<file path="src/rtl/rom_loader_if.sv">
// ROM loader bus: incoming byte stream plus the ROM byte-lane write port.
interface rom_loader_if;
    logic        rx_valid;
    logic [7:0]  rx_data;
    logic        w_en;
    logic [31:0] w_addr;
    logic [31:0] w_data;
    logic [3:0]  w_sel;

    // Loader side: consumes bytes, drives ROM writes.
    modport master (
        input  rx_valid,
        input  rx_data,
        output w_en,
        output w_addr,
        output w_data,
        output w_sel
    );

    // Environment side: supplies bytes, observes ROM writes.
    modport slave (
        output rx_valid,
        output rx_data,
        input  w_en,
        input  w_addr,
        input  w_data,
        input  w_sel
    );
endinterface

</file>
<file path="src/rtl/rom_loader.sv">
// Boot loader: parses a length-prefixed, checksummed byte frame and writes
// the payload as little-endian words into the instruction ROM.
module rom_loader #(
    parameter logic [31:0] BASE_ADDR      = 32'h0000_0000,
    parameter int unsigned MAX_BYTES      = 65536,
    parameter int unsigned TIMEOUT_CYCLES = 1000000
) (
    input  logic          clk,
    input  logic          rst_n,
    input  logic          start_i,
    rom_loader_if.master  bus,
    output logic          cpu_hold_o,
    output logic          busy_o,
    output logic          done_o,
    output logic          err_o
);

    localparam int unsigned AW = 32;
    localparam int unsigned DW = 32;
    localparam int unsigned BW = 8;
    localparam int unsigned LANES = DW / BW;

    typedef enum logic [2:0] {
        S_IDLE,
        S_LEN,
        S_DATA,
        S_CSUM,
        S_DONE,
        S_ERR
    } state_e;

    state_e             state_q, state_d;
    logic [AW-1:0]      len_q, len_d;
    logic [AW-1:0]      cnt_q, cnt_d;
    logic [BW-1:0]      sum_q, sum_d;
    logic [DW-1:0]      wbuf_q, wbuf_d;
    logic [LANES-1:0]   sel_q, sel_d;
    logic [AW-1:0]      tmo_q, tmo_d;
    logic               w_en_q, w_en_d;
    logic [AW-1:0]      w_addr_q, w_addr_d;
    logic [DW-1:0]      w_data_q, w_data_d;
    logic [LANES-1:0]   w_sel_q, w_sel_d;
    logic               hold_q, hold_d;
    logic               busy_q, busy_d;
    logic               done_q, done_d;
    logic               err_q, err_d;

    logic [DW-1:0]      wbuf_nxt;
    logic [LANES-1:0]   sel_nxt;
    logic [AW-1:0]      len_nxt;
    logic               last_byte;
    logic               loading;

    // State and datapath registers.
    always_ff @(posedge clk or negedge rst_n) begin
        if (!rst_n) begin
            state_q  <= S_IDLE;
            len_q    <= '0;
            cnt_q    <= '0;
            sum_q    <= '0;
            wbuf_q   <= '0;
            sel_q    <= '0;
            tmo_q    <= '0;
            w_en_q   <= 1'b0;
            w_addr_q <= '0;
            w_data_q <= '0;
            w_sel_q  <= '0;
            hold_q   <= 1'b0;
            busy_q   <= 1'b0;
            done_q   <= 1'b0;
            err_q    <= 1'b0;
        end else begin
            state_q  <= state_d;
            len_q    <= len_d;
            cnt_q    <= cnt_d;
            sum_q    <= sum_d;
            wbuf_q   <= wbuf_d;
            sel_q    <= sel_d;
            tmo_q    <= tmo_d;
            w_en_q   <= w_en_d;
            w_addr_q <= w_addr_d;
            w_data_q <= w_data_d;
            w_sel_q  <= w_sel_d;
            hold_q   <= hold_d;
            busy_q   <= busy_d;
            done_q   <= done_d;
            err_q    <= err_d;
        end
    end

    // Next-state, frame parsing, word assembly and timeout.
    always_comb begin
        state_d  = state_q;
        len_d    = len_q;
        cnt_d    = cnt_q;
        sum_d    = sum_q;
        wbuf_d   = wbuf_q;
        sel_d    = sel_q;
        tmo_d    = tmo_q;
        w_en_d   = 1'b0;
        w_addr_d = w_addr_q;
        w_data_d = w_data_q;
        w_sel_d  = w_sel_q;

        wbuf_nxt = wbuf_q;
        wbuf_nxt[{cnt_q[1:0], 3'b000} +: BW] = bus.rx_data;
        sel_nxt   = sel_q | (LANES'(1) << cnt_q[1:0]);
        len_nxt   = {bus.rx_data, len_q[AW-1:BW]};
        last_byte = (cnt_q == (len_q - AW'(1)));
        loading   = (state_q == S_LEN) || (state_q == S_DATA) || (state_q == S_CSUM);

        case (state_q)
            S_IDLE, S_DONE, S_ERR: begin
                if (start_i) begin
                    state_d = S_LEN;
                    len_d   = '0;
                    cnt_d   = '0;
                    sum_d   = '0;
                    wbuf_d  = '0;
                    sel_d   = '0;
                    tmo_d   = '0;
                end
            end
            S_LEN: begin
                if (bus.rx_valid) begin
                    len_d = len_nxt;
                    cnt_d = cnt_q + AW'(1);
                    if (cnt_q == AW'(3)) begin
                        cnt_d = '0;
                        if (len_nxt > AW'(MAX_BYTES)) begin
                            state_d = S_ERR;
                        end else if (len_nxt == '0) begin
                            state_d = S_CSUM;
                        end else begin
                            state_d = S_DATA;
                        end
                    end
                end
            end
            S_DATA: begin
                if (bus.rx_valid) begin
                    sum_d  = sum_q + bus.rx_data;
                    cnt_d  = cnt_q + AW'(1);
                    wbuf_d = wbuf_nxt;
                    sel_d  = sel_nxt;
                    if ((cnt_q[1:0] == 2'd3) || last_byte) begin
                        w_en_d   = 1'b1;
                        w_addr_d = BASE_ADDR + {cnt_q[AW-1:2], 2'b00};
                        w_data_d = wbuf_nxt;
                        w_sel_d  = sel_nxt;
                        wbuf_d   = '0;
                        sel_d    = '0;
                    end
                    if (last_byte) begin
                        state_d = S_CSUM;
                    end
                end
            end
            S_CSUM: begin
                if (bus.rx_valid) begin
                    state_d = (bus.rx_data == sum_q) ? S_DONE : S_ERR;
                end
            end
            default: state_d = S_IDLE;
        endcase

        // Idle-gap watchdog while a frame is being received.
        if (loading) begin
            if (bus.rx_valid) begin
                tmo_d = '0;
            end else begin
                tmo_d = tmo_q + AW'(1);
                if ((TIMEOUT_CYCLES != 0) && (tmo_d == AW'(TIMEOUT_CYCLES))) begin
                    state_d = S_ERR;
                end
            end
        end
    end

    // Status flags follow the state being entered so they stay registered.
    always_comb begin
        hold_d = (state_d == S_LEN) || (state_d == S_DATA) ||
                 (state_d == S_CSUM) || (state_d == S_ERR);
        busy_d = (state_d == S_LEN) || (state_d == S_DATA) || (state_d == S_CSUM);
        done_d = (state_d == S_DONE);
        err_d  = (state_d == S_ERR);
    end

    assign bus.w_en   = w_en_q;
    assign bus.w_addr = w_addr_q;
    assign bus.w_data = w_data_q;
    assign bus.w_sel  = w_sel_q;
    assign cpu_hold_o = hold_q;
    assign busy_o     = busy_q;
    assign done_o     = done_q;
    assign err_o      = err_q;

endmodule
</file>
<file path="src/flat_wrapper.sv">
// flat-port wrapper written by rule: the top's interface ports become plain ports
module rom_loader_flat 
#(
    parameter logic [31:0] BASE_ADDR      = 32'h0000_0000,
    parameter int unsigned MAX_BYTES      = 65536,
    parameter int unsigned TIMEOUT_CYCLES = 1000000
)
  (clk, rst_n, start_i, cpu_hold_o, busy_o, done_o, err_o, bus_rx_valid, bus_rx_data, bus_w_en, bus_w_addr, bus_w_data, bus_w_sel);
  rom_loader_if bus_i ();
  input  logic clk;
  input  logic rst_n;
  input  logic start_i;
  output logic cpu_hold_o;
  output logic busy_o;
  output logic done_o;
  output logic err_o;
  input wire logic [$bits(bus_i.rx_valid)-1:0] bus_rx_valid;
  input wire logic [$bits(bus_i.rx_data)-1:0] bus_rx_data;
  output wire logic [$bits(bus_i.w_en)-1:0] bus_w_en;
  output wire logic [$bits(bus_i.w_addr)-1:0] bus_w_addr;
  output wire logic [$bits(bus_i.w_data)-1:0] bus_w_data;
  output wire logic [$bits(bus_i.w_sel)-1:0] bus_w_sel;
  assign bus_i.rx_valid = bus_rx_valid;
  assign bus_i.rx_data = bus_rx_data;
  assign bus_w_en = bus_i.w_en;
  assign bus_w_addr = bus_i.w_addr;
  assign bus_w_data = bus_i.w_data;
  assign bus_w_sel = bus_i.w_sel;
  rom_loader #(.BASE_ADDR(BASE_ADDR), .MAX_BYTES(MAX_BYTES), .TIMEOUT_CYCLES(TIMEOUT_CYCLES)) u_core (.clk(clk), .rst_n(rst_n), .start_i(start_i), .bus(bus_i), .cpu_hold_o(cpu_hold_o), .busy_o(busy_o), .done_o(done_o), .err_o(err_o));
endmodule
</file>
<file path="config.mk">
export PLATFORM = sky130hd
export DESIGN_NAME = rom_loader_flat
export DESIGN_NICKNAME = d
export VERILOG_FILES = /design/src/rtl/rom_loader_if.sv /design/src/rtl/rom_loader.sv /design/src/flat_wrapper.sv
export SDC_FILE = /design/constraint.sdc
export NUM_CORES = 1
export LEC_CHECK = 0
export CORE_MARGIN = 10
export CORE_UTILIZATION = 50
export CTS_CLUSTER_SIZE = 12
export DETAILED_ROUTE_END_ITERATION = 6
export GPL_ROUTABILITY_DRIVEN = 0
export PLACE_DENSITY = 0.7
export SLEW_MARGIN = 0
export SYNTH_ARGS = -nofsm -noshare
export SYNTH_HDL_FRONTEND = slang
export SYNTH_SLANG_ARGS = --single-unit
</file>
<file path="constraint.sdc">
create_clock -name clk -period 5 [get_ports clk]
set_input_delay 0.75 -clock clk [delete_from_list [all_inputs] [get_ports clk]]
set_output_delay 0.75 -clock clk [all_outputs]
set_load 0.02 [all_outputs]
</file>
# Yosys cells after proc, flatten, opt, wreduce, memory -nomap -nowiden
# Index checks and enable logic that the tools add are counted.
# classes
addsub	5
n_lt_le_gt_ge	1
eq_ne	18
n_shift	3
muxes	37
bitwise	1
n_reduce_logical	19
# op_table
operator	count
$mux 32	10
$pmux 32 s2	2
$pmux 32 s3	1
$add 32x1->32 const B	2
$bwmux 32	1
$eq 32x2->1 const B	1
$eq 32x20->1 const B	1
$eq 32x32->1	1
$gt 32x17->1 const B	1
$logic_not 32->1	1
$shift 8x7->32 const A	1
$shiftx 8x7->32	1
$sub 32x1->32 const B	1
$mux 3	10
$mux 8	2
$pmux 8 s2	1
$eq 3x2->1 const B	4
$eq 3x3->1 const B	4
$mux 4	3
$pmux 3 s4	1
$reduce_and 3->1	3
$add 8x8->8	1
$eq 8x8->1	1
$pmux 4 s2	1
other kinds (14)	29
# word_totals
register_bits	214
inputBits	12
out_inout_bits	73
wordCells	99

# Depth between registers and ports, before layout
# logic_depth
ltp_word	13
mapped_depth	15
depth_no_buf	12

# Least setup slack after synthesis
# No wires, ideal clock.
# synth_timing
path_kind	reg2reg
from	register u_core.len_q[0]
to	register u_core.w_data_q[10] (netlist: u_core.bus.w_data[10])
setup_ps	127
t_arrival_ps	3313
required_time_ps	4873
slack_ps	1560
stages_incl_launch_ff	16
n_path_buf	3
period_less_slack_ps	3440
cell_sequence	dfrtp_1 inv_1 ha_1 or3b_2 clkbuf_1 or2_0 buf_2 or3_1 o31ai_1 nand4_1 nor4_2 and4b_1 o21ai_2 inv_4 buf_6 mux2_1
# synth_between
elab_chain_cells	4
# synth_rtl
element	line_no	text
start, declared	rom_loader.sv:33	logic [AW-1:0] len_q, len_d;
start signal, assigned	rom_loader.sv:74	len_q <= len_d;
$sub 32x1->32	rom_loader.sv:109	last_byte = (cnt_q == (len_q - AW'(1)));
$eq 32x32->1	rom_loader.sv:109	
$logic_or 1x1->1	rom_loader.sv:146	if ((cnt_q[1:0] == 2'd3) || last_byte) begin
$reduce_and 3->1 (no line)	-	
end signal, assigned	rom_loader.sv:82	w_data_q <= w_data_d;
end, declared	rom_loader.sv:41	logic [DW-1:0] w_data_q, w_data_d;
# No other way between the ends.
# A chain may end at the register's enable or synchronous reset.

# Final worst setup path
# layout_timing
from	register u_core.len_q[0]
to	register u_core.wbuf_q[20]
# layout_between
elab_chain_cells	6
# layout_rtl
element	line_no	text
$sub 32x1->32	rom_loader.sv:109	
$eq 32x32->1	rom_loader.sv:109	
$logic_or 1x1->1	rom_loader.sv:146	
$mux 32	rom_loader.sv:146	
$mux 32	rom_loader.sv:141	if (bus.rx_valid) begin
$pmux 32 s2	rom_loader.sv:112	case (state_q)
end signal, assigned	rom_loader.sv:77	wbuf_q <= wbuf_d;
end, declared	rom_loader.sv:36	logic [DW-1:0] wbuf_q, wbuf_d;
# No other way between the ends. The select of a mux whose other input is x is not followed.

==> results.json <==
{
  "synth-seq-cells": 214,
  "portBuffers": 82,
  "totalWireLength_mm": 31.1,
  "irDropWorstVdd_uv": 245,
  "ant_nets": 0,
  "crit_type": "flop to flop",
  "initial_utilization": 0.507,
  "wire_per_inst_um": 18.5,
  "place_area_um2": 12900,
  "synth_warnings": 0,
  "via_per_inst": 5.91,
  "grt_use_total": 0.200,
  "grt_max_degree": 142,
  "timing.final.crit_share": 0.778,
  "pre_cts_ws_ns": 1.18,
  "whs_ns": 0.336,
  "skew_ns": 0.0171,
  "die_area_um2": 30300,
  "drc_errors": 0,
  "cp.arrival_ns": 4.29,
  "dieHeight_um": 174,
  "dominantRegCellSynth": "dfrtp_1",
  "ctsResizeCount": 0,
  "cts_made_buffers": 25,
  "finalHoldViolCount": 0,
  "ctsHtreeMaxLevel": 1,
  "min_period_ns": 3.89,
  "power_leakage_nw": 6.19,
  "hold_class": "input pin to async pin",
  "gr-total-overflow": 0,
  "cts-root-buf": "clkbuf_16",
  "tns_ns": 0,
  "cts_hold_buffers": 0,
  "clk_pin_slew_ns": 0.06,
  "startpoint_type": "flop",
  "cts_buffer_depth": 3,
  "fin_cells": 1676,
  "grt_pass1_wl_mm": 51.2,
  "setup_viol_count_final": 0,
  "synthCells": 1299,
  "syn2layout_area_growth_pct": 15.2,
  "ys_async_sr_fraction": 1.00,
  "fin_area_um2": 13700,
  "nets": 1369,
  "drt_iter0_drc": 838,
  "synth_edf_count": 0,
  "first_pass_iters": 5,
  "slew_viol_final": 0,
  "cts_setup_buffers": 0,
  "core_um2": 23400,
  "power.density_nw_per_um2": 403,
  "num_antenna_cells": 0,
  "avgSynthCellArea_um2": 9.14,
  "final_cell_mix": "dfrtp_1 (214), nand2_1 (181), o21ai_0 (133)",
  "row_count": 56,
  "tightest_slew_ns": 1.24,
  "cts_tree": "done",
  "antenna_found_initial": 0,
  "vias": 9910,
  "dieWidth_um": 174,
  "rsz0062_at_grt": "no",
  "relSlewSlack": 0.176,
  "synth_cell_types": 70,
  "cp-end-kind": "flop",
  "clk_latency_ns": 0.54,
  "synthesis.area_um2": 11900,
  "ios": 85,
  "dpl.cell_count": 1631,
  "final_common_cell": "dfrtp_1",
  "worst_slack_ns": 1.11,
  "dpl.hpwl_mm": 20.9,
  "worst_ep_required_time_ns": 5.40,
  "max_freq_ghz": 0.257,
  "ys_seq_area_frac": 0.451,
  "crit_path_max_fanout": 43,
  "grt_pass1_vias": 9648,
  "status": "complete, no violations",
  "drv_cap": 0,
  "clock_sinks": 214,
  "drive_gt1_frac": 0.0774
}
[flip-flops by register name (all words and copies together) (netlist names), 3 cells and up]
register,cells
u_core.cnt_q,32
u_core.wbuf_q,32
u_core.sel_q,4
u_core.sum_q,8
u_core.state_q,3
u_core.bus.w_sel,4
u_core.bus.w_addr,30
u_core.bus.w_data,32
u_core.tmo_q,32
u_core.len_q,32
[report_power, final]
group	internal (mW)	leakage (nW)	switching [mW]	total [mW]
Combinational	0.527	2.91	0.856	1.38
Clock	1.07	0.395	0.746	1.82
Sequential	1.95	2.89	0.354	2.31
[critical path, cell delays in order, from the launching register on]
cell and delay [ns]:
dfrtp_1 0.43, inv_1 0.11, ha_1 0.18, or3b_2 0.52, or2_0 0.34, or3_1 0.40
o31ai_1 0.23, nand4_1 0.13, nor4_2 0.20, nand4b_1 0.13, buf_4 0.28, a31oi_1 0.58
o21ai_0 0.18
[cell usage after synthesis (7+ instances only)]
cell      number  area (µm²)
a21o_1         8        60.1
a21oi_1       41         205
a31oi_1       19         119
a32oi_1        9        78.8
and2_1        10        62.6
and3_1        20         125
and4_1         7        61.3
buf_2          9        45.0
clkbuf_1      60         225
dfrtp_1      214        5360
ha_1          17         213
inv_1         42         158
mux2_1        26         293
mux2_4        30         450
nand2_1      181         679
nand3_1       87         435
nand4_1       29         181
nor2_1        78         293
nor2b_1       14        87.6
nor3_1        31         155
nor4_1        26         163
o21ai_0      133         666
o31ai_1        8        60.1
or3_1         10        62.6
or4_1         10        75.1
xnor2_1       33         289
xor2_1        48         420
[routing by layer]
metal | track usage | vias up | wire [µm]
met1 | 0.271 | 4851 | 14000
met2 | 0.314 | 311 | 14000
li1 | - | 4681 | -
met3 | 0.0384 | 67 | 2110
met4 | 0.0730 | 0 | 911
met5 | 0 | - | 0
[final cells by class]
class	instances	area (µm²)
clock buffer	34	689
clock inverter	11	128
fill	2080	9730
inverter	43	164
multi-input combinational	959	5990
sequential	214	5360
tap	319	399
timing repair buffer	96	943
[stage by stage]
stage	power, mW	utilization
2_1_floorplan	3.25	-
5_1_grt	5.80	0.584
3_5_place_dp	3.68	0.549
4_1_cts	5.51	0.584
3_3_place_gp	3.65	0.549
6_report	5.51	0.584
[cell families (layout without fill, tap and decap cells)]
group,after synthesis,count (layout),share of synthesized area
XOR/XNOR,81,81,0.0598
adder cells (fa/ha/maj),18,18,0.0196
flip-flops,214,214,0.451
other,1,2,0.000316
AND/OR/NAND/NOR,533,533,0.222
AO/OA/AOI/OAI,257,257,0.128
multiplexers,68,68,0.0734
buffers and inverters,127,184,0.0461
[worst paths after layout]
kind	startpoint	end	slack [ns]	cells after the start
hold reg to reg	u_core.sum_q[6]	u_core.sum_q[6]	0.48	2
max in group asynchronous	rst_n	u_core.wbuf_q[26]	3.73	2
setup / recovery	u_core.len_q[0]	u_core.wbuf_q[20]	1.11	12
min in group clk	u_core.sum_q[6]	u_core.sum_q[6]	0.48	2
setup reg to reg	u_core.len_q[0]	u_core.wbuf_q[20]	1.11	12
hold / removal	rst_n	u_core.bus.w_addr[5]	0.34	1
Power figures use the tool's default switching activity.
